### src/rtl/ones_frame_accumulator.sv
// Sums per-byte ones counts and beats over an in_last-delimited frame and presents
// {total, beats, ovf} on a valid/ready port. Define ONES_ACC_SAT_EN to saturate the total instead of wrapping.
module ones_frame_accumulator #(
  parameter int CNT_W  = 4,
  parameter int ACC_W  = 16,
  parameter int BEAT_W = 8
) (
  input  logic              clk,
  input  logic              rst_n,
  input  logic [CNT_W-1:0]  cnt_in,
  input  logic              in_valid,
  input  logic              in_last,
  output logic              in_ready,
  output logic [ACC_W-1:0]  out_total,
  output logic [BEAT_W-1:0] out_beats,
  output logic              out_ovf,
  output logic              out_valid,
  input  logic              out_ready
);

  typedef enum logic {ACCUM, HOLD} state_t;

  state_t            state, state_next;
  logic [ACC_W-1:0]  acc;
  logic [BEAT_W-1:0] beats;
  logic              ovf;

  logic              accept;
  logic [ACC_W:0]    sum;
  logic              carry;
  logic [ACC_W-1:0]  total_next;
  logic              beat_sat;
  logic [BEAT_W-1:0] beats_next;
  logic              ovf_next;

  assign accept = in_valid & in_ready;

  // One extra bit of headroom so the carry out of the running total is visible.
  assign sum   = {1'b0, acc} + (ACC_W+1)'(cnt_in);
  assign carry = sum[ACC_W];

`ifdef ONES_ACC_SAT_EN
  assign total_next = carry ? {ACC_W{1'b1}} : sum[ACC_W-1:0];
`else
  assign total_next = sum[ACC_W-1:0];
`endif

  // The counter sticks at all-ones; trying to count past it is the overflow.
  assign beat_sat   = &beats;
  assign beats_next = beat_sat ? beats : beats + BEAT_W'(1);
  assign ovf_next   = ovf | carry | beat_sat;

  // NOTE: registers use non-blocking (<=) so every flop samples pre-edge values.
  always_ff @(posedge clk or negedge rst_n) begin
    if (!rst_n) state <= ACCUM;
    else        state <= state_next;
  end

  // NOTE: every output of this block gets a default first so no latch is inferred.
  always_comb begin
    state_next = state;
    in_ready   = 1'b0;
    unique case (state)
      ACCUM: begin
        in_ready = 1'b1;
        if (accept && in_last) state_next = HOLD;
      end
      HOLD: begin
        if (out_ready) state_next = ACCUM;
      end
      default: state_next = ACCUM;
    endcase
  end

  // The result is only presented while holding, so out_valid is simply the state.
  assign out_valid = (state == HOLD);

  always_ff @(posedge clk or negedge rst_n) begin
    if (!rst_n) begin
      acc       <= '0;
      beats     <= '0;
      ovf       <= 1'b0;
      out_total <= '0;
      out_beats <= '0;
      out_ovf   <= 1'b0;
    end else if (accept) begin
      if (in_last) begin
        out_total <= total_next;
        out_beats <= beats_next;
        out_ovf   <= ovf_next;
        acc       <= '0;
        beats     <= '0;
        ovf       <= 1'b0;
      end else begin
        acc       <= total_next;
        beats     <= beats_next;
        ovf       <= ovf_next;
      end
    end
  end

endmodule

### config.mk
export PLATFORM = sky130hd
export DESIGN_NAME = ones_frame_accumulator
export DESIGN_NICKNAME = d
export VERILOG_FILES = /design/src/rtl/ones_frame_accumulator.sv
export SDC_FILE = /design/constraint.sdc
export NUM_CORES = 1
export LEC_CHECK = 0
export ABC_AREA = 0
export BUFFER_PORTS_ARGS = -buffer_cell sky130_fd_sc_hd__buf_2
export CORE_ASPECT_RATIO = 0.75
export CORE_MARGIN = 4
export CORE_UTILIZATION = 57
export DETAILED_ROUTE_END_ITERATION = 8
export PLACE_DENSITY_LB_ADDON = 0.2
export SYNTH_ARGS = -nofsm -noshare
export SYNTH_HDL_FRONTEND = slang
export SYNTH_SLANG_ARGS = --single-unit
### constraint.sdc
create_clock -name clk -period 2.18 [get_ports clk]
set_input_delay 0.436 -clock clk [delete_from_list [all_inputs] [get_ports clk]]
set_output_delay 0.436 -clock clk [all_outputs]
set_load 0.02 [all_outputs]
Word level (Yosys, flattened, before mapping):

Cells that the tools add are included.

* multiplexer cells: 8
* reductions and logical operators: 3
* add/subtract/negate cells: 2
* bitwise gates (word level): 4

Operators with widths (count)
* adder 16 x 4 -> 17 bit: 1
* two-way mux 16 bit: 1
* two-way mux 8 bit: 2
* adder 8 x 1 -> 8 bit, second input constant: 1
* AND reduction 8 bit: 1
* two-way mux 1 bit: 4
* bitwise OR 1 bit: 2
* case mux 1 bit (2 select lines): 1
* AND reduction 2 bit: 1
* bitwise AND 1 bit: 1
* logical AND 1 bit: 1
* inverter 1 bit: 1

* register bits: 51
* input bits: 9
* output and inout bits: 27
* word-level logic and storage cells: 24

Longest topological paths before layout:

* word-level depth: 5
* mapped depth: 6
* depth with buffers taken out: 6

Worst setup path after synthesis:

Ideal clock, no wire load.

* path kind: input to register
* start: in cnt_in[0]
* end: reg acc[14]
* setup slack: 151 ps
* stages: 6
* buffers on the path: 0
* setup time: 67 ps
* arrival time: 1962 ps
* data required time: 2113 ps
* cells stage by stage: ha_1 fa_1 a211oi_2 nor2_1 a311o_1 nand2_1

* cells in the longest elaborated chain, start to end: 2

Ends and longest elaborated chain
* start: declaration: RTL line 10 `input logic [CNT_W-1:0] cnt_in,`
* adder 16 x 4 -> 17 bit: RTL line 39 `assign sum = {1'b0, acc} + (ACC_W+1)'(cnt_in);`
* two-way mux 16 bit: RTL line 87 `if (in_last) begin`
* end signal: assignment: RTL line 95 `acc <= total_next;`
* end: declaration: RTL line 24 `logic [ACC_W-1:0] acc;`

No other way between the ends.
A chain may end at the register's enable or synchronous reset.

Worst setup path after layout:

* start: reg acc[3]
* end: reg out_total[11]

* cells in the longest elaborated chain, start to end: 1

Ends and longest elaborated chain
* adder 16 x 4 -> 17 bit: RTL line 39
* end signal: assignment: RTL line 88 `out_total <= total_next;`
* end: declaration: RTL line 14 `output logic [ACC_W-1:0] out_total,`

No other way between the ends.

==> results.cfg <==
[final_layout]
fin_cells = 390
fill_cells = 390
final-seq-area_um2 = 1280
layout-drive-gt1-share_pct = 19.8
area_growth_pct = 13.2
nets = 347
fin_area_um2 = 3100
insertedDiodeCount = 0
multiInputGateArea_um2 = 1340

[placement]
routabilityCongestion = 0.874
place_area_um2 = 3020
dp_hpwl_um = 4350
place_inst = 382
numPortBuffers = 35
place_ws_ps = 52.5

[synthesis]
ys.flop_type = dfrtp_1
yosysMostFrequentCell = dfrtp_1
seq_area_frac_synth_pct = 46.6
synth.area.top_cells = dfrtp_1 (47%), nand2_1 (5.9%), nor2_1 (3.3%), o21ai_1 (3.1%), xnor2_1 (2.6%)
synth_edf_count = 0
synth_seq_cells = 51
ys_async_sr_fraction_pct = 100
ys_types = 55
synth_area_leader_cell = dfrtp_1
synth_top_area_share_pct = 46.6
syn_area_um2 = 2740
ys_warn_count = 0
synth_commonest_cells = dfrtp_1 (51), nand2_1 (43), nor2_1 (24), o21ai_1 (17)
synth_nets = 310
synth_area_per_cell_um2 = 9.28
netlist_instances = 295

[timing]
worst_slack_ps = 200
tightest_slew_ps = 459
grt_setup_unrepaired = false
finalCriticalPeriod_ps = 1980
clock.fmax_mhz = 505
fin_setup_tns_ps = 0
finClkSkew_ps = 8.88
final-hold-violation-count = 0
relSlewSlack_pct = 69.2
slew_violations = 0
whs_ps = 102
finalSetupViolCount = 0
min_period_over_period_pct = 90.8

[critical_path]
crit_type = register to register
crit_path_max_incr_delay_ps = 480
reg2reg_to = out_total[11]$_DFFE_PN0P_
cp_top_family = simple AND/OR/NAND/NOR gates
ff2ff_setup_slack_ps = 200
critPathLaunchType = register
critPathBufInv = 1
crit_fanout = 12
cp-end-kind = register
crit_path_cell_trace = ha_1 -> and3_1 -> a211oi_1 -> buf_4 -> or4_1 -> a31oi_1
worstPathArrival_ps = 2210
slowest_stage = or4_1
reg2regPathDepth = 6
r2r-start = acc[3]$_DFFE_PN0P_
cp_data_required_time_ps = 2410

[global_route]
grt_pass1_wl_um = 10400
grt_pass1_vias = 2178
grt_usage_pct = 22.9
grt_max_degree = 52
grt_overflow = 0
grt_antenna_before_repair = 0

[power_and_ir_drop]
powerDensity_nw_per_um2 = 841
vdd_drop_max_mv = 0.636
p_leak_uw = 0.00145

[clock_tree]
clkTransAtPathRegs_ps = 90
cts.path.max_buffers = 2
clock_latency_ps = 310
postCtsHoldBufs = 0
cts.sinks = 51
cts_tree = built
cts-root-buf = clkbuf_8
htreeDepth = 2
cts-buffers-inserted = 5
cts_setup_buffers = 0
cts_resized = 0

[die]
core_um2 = 4550
die_x_um = 88.0
start_util_pct = 60.2
die_h_um = 68.0
std_cell_rows = 21
io_pins = 36
dieArea_um2 = 5980

[routing]
dr.pass1.iters = 4
ant_nets = 0
vias = 2316
drt_wl_total_um = 6090
drt_iter0_drc = 149
wl_per_cell_um = 15.6
vias_per_cell = 5.94
drc_errors = 0

[run_status]
outcome = complete, no violations

[hold_path]
hold_class = input port to asynchronous set/reset pin

[flow_run]
cap_viol_max_count = 0
[sequential cells by signal (all words and copies together) (netlist names)]
register   cells
out_valid      1
ovf            1
out_total     16
out_ovf        1
acc           16
out_beats      8
beats          8
[layout by cell type (no fill, tap or decap), drive strengths merged, types with 2 or more instances in the layout]
master / netlist / final
o21ai: 29 / 29
a21o: 6 / 6
or2: 2 / 2
a21oi: 10 / 10
a31oi: 10 / 10
o31ai: 4 / 4
nor2: 25 / 25
and2: 2 / 2
mux2i: 4 / 4
or3: 3 / 3
inv: 7 / 7
nand2: 43 / 43
and3: 4 / 4
nand3: 9 / 9
clkbuf: 12 / 7
xnor2: 8 / 8
nand4: 5 / 5
a211oi: 4 / 4
ha: 5 / 5
buf: 8 / 50
o211ai: 2 / 2
a311o: 2 / 2
o41ai: 3 / 3
a31o: 4 / 4
a22o: 4 / 4
nand2b: 3 / 3
a211o: 2 / 2
nor4: 3 / 3
xor2: 3 / 3
or4: 2 / 2
nor3: 4 / 4
dfrtp: 51 / 51
[cell families after synthesis]
family          share of synthesized area, %
mux                                     1.87
fa+ha+maj                               3.02
xor+xnor                                3.52
compound gates                          21.0
simple gates                            19.6
buf+inv                                 4.34
flops                                   46.6
[routing by layer]
metal	wire, um	track usage, %
met5	0	0
met4	61	8.81
met3	462	4.21
met2	2680	34.0
met1	2880	33.3
[cell type report]
| cell class | count | share of cell area (%) |
|---|---|---|
| clock inverters | 1 | 0.162 |
| clock buffers | 7 | 2.46 |
| repair buffers | 50 | 9.70 |
| multi-input cells | 217 | 43.3 |
| flip-flops and latches | 51 | 41.2 |
| well taps | 57 | 2.30 |
| inverters | 7 | 0.848 |
[report_power, final]
part | switching [uW] | total [uW] | leakage (uW) | internal, uW
combinational | 498 | 826 | 0.000744 | 328
sequential | 134 | 1240 | 0.000669 | 1110
clock | 308 | 534 | 0.0000422 | 226
[stage by stage]
stage               utilization, %  total power, uW
CTS                           68.1             2620
floorplan                        -             1800
finish                        68.1             2600
global placement              66.3             2070
detailed placement            66.3             2090
global route                  68.1             2760
[how the worst max path moves through the flow]
stage | startpoint | end | slack, ps | cells after the start
floorplan | cnt_in[0] | acc[14]$_DFFE_PN0P_ | 150 | 6
global placement | cnt_in[0] | acc[12]$_DFFE_PN0P_ | 80 | 8
detailed placement | cnt_in[0] | out_ovf$_DFFE_PN0P_ | 50 | 7
CTS | acc[0]$_DFFE_PN0P_ | out_total[14]$_DFFE_PN0P_ | 210 | 6
global route | acc[0]$_DFFE_PN0P_ | out_total[14]$_DFFE_PN0P_ | 60 | 6
finish | acc[3]$_DFFE_PN0P_ | out_total[11]$_DFFE_PN0P_ | 200 | 6
Power figures use the tool's default switching activity.
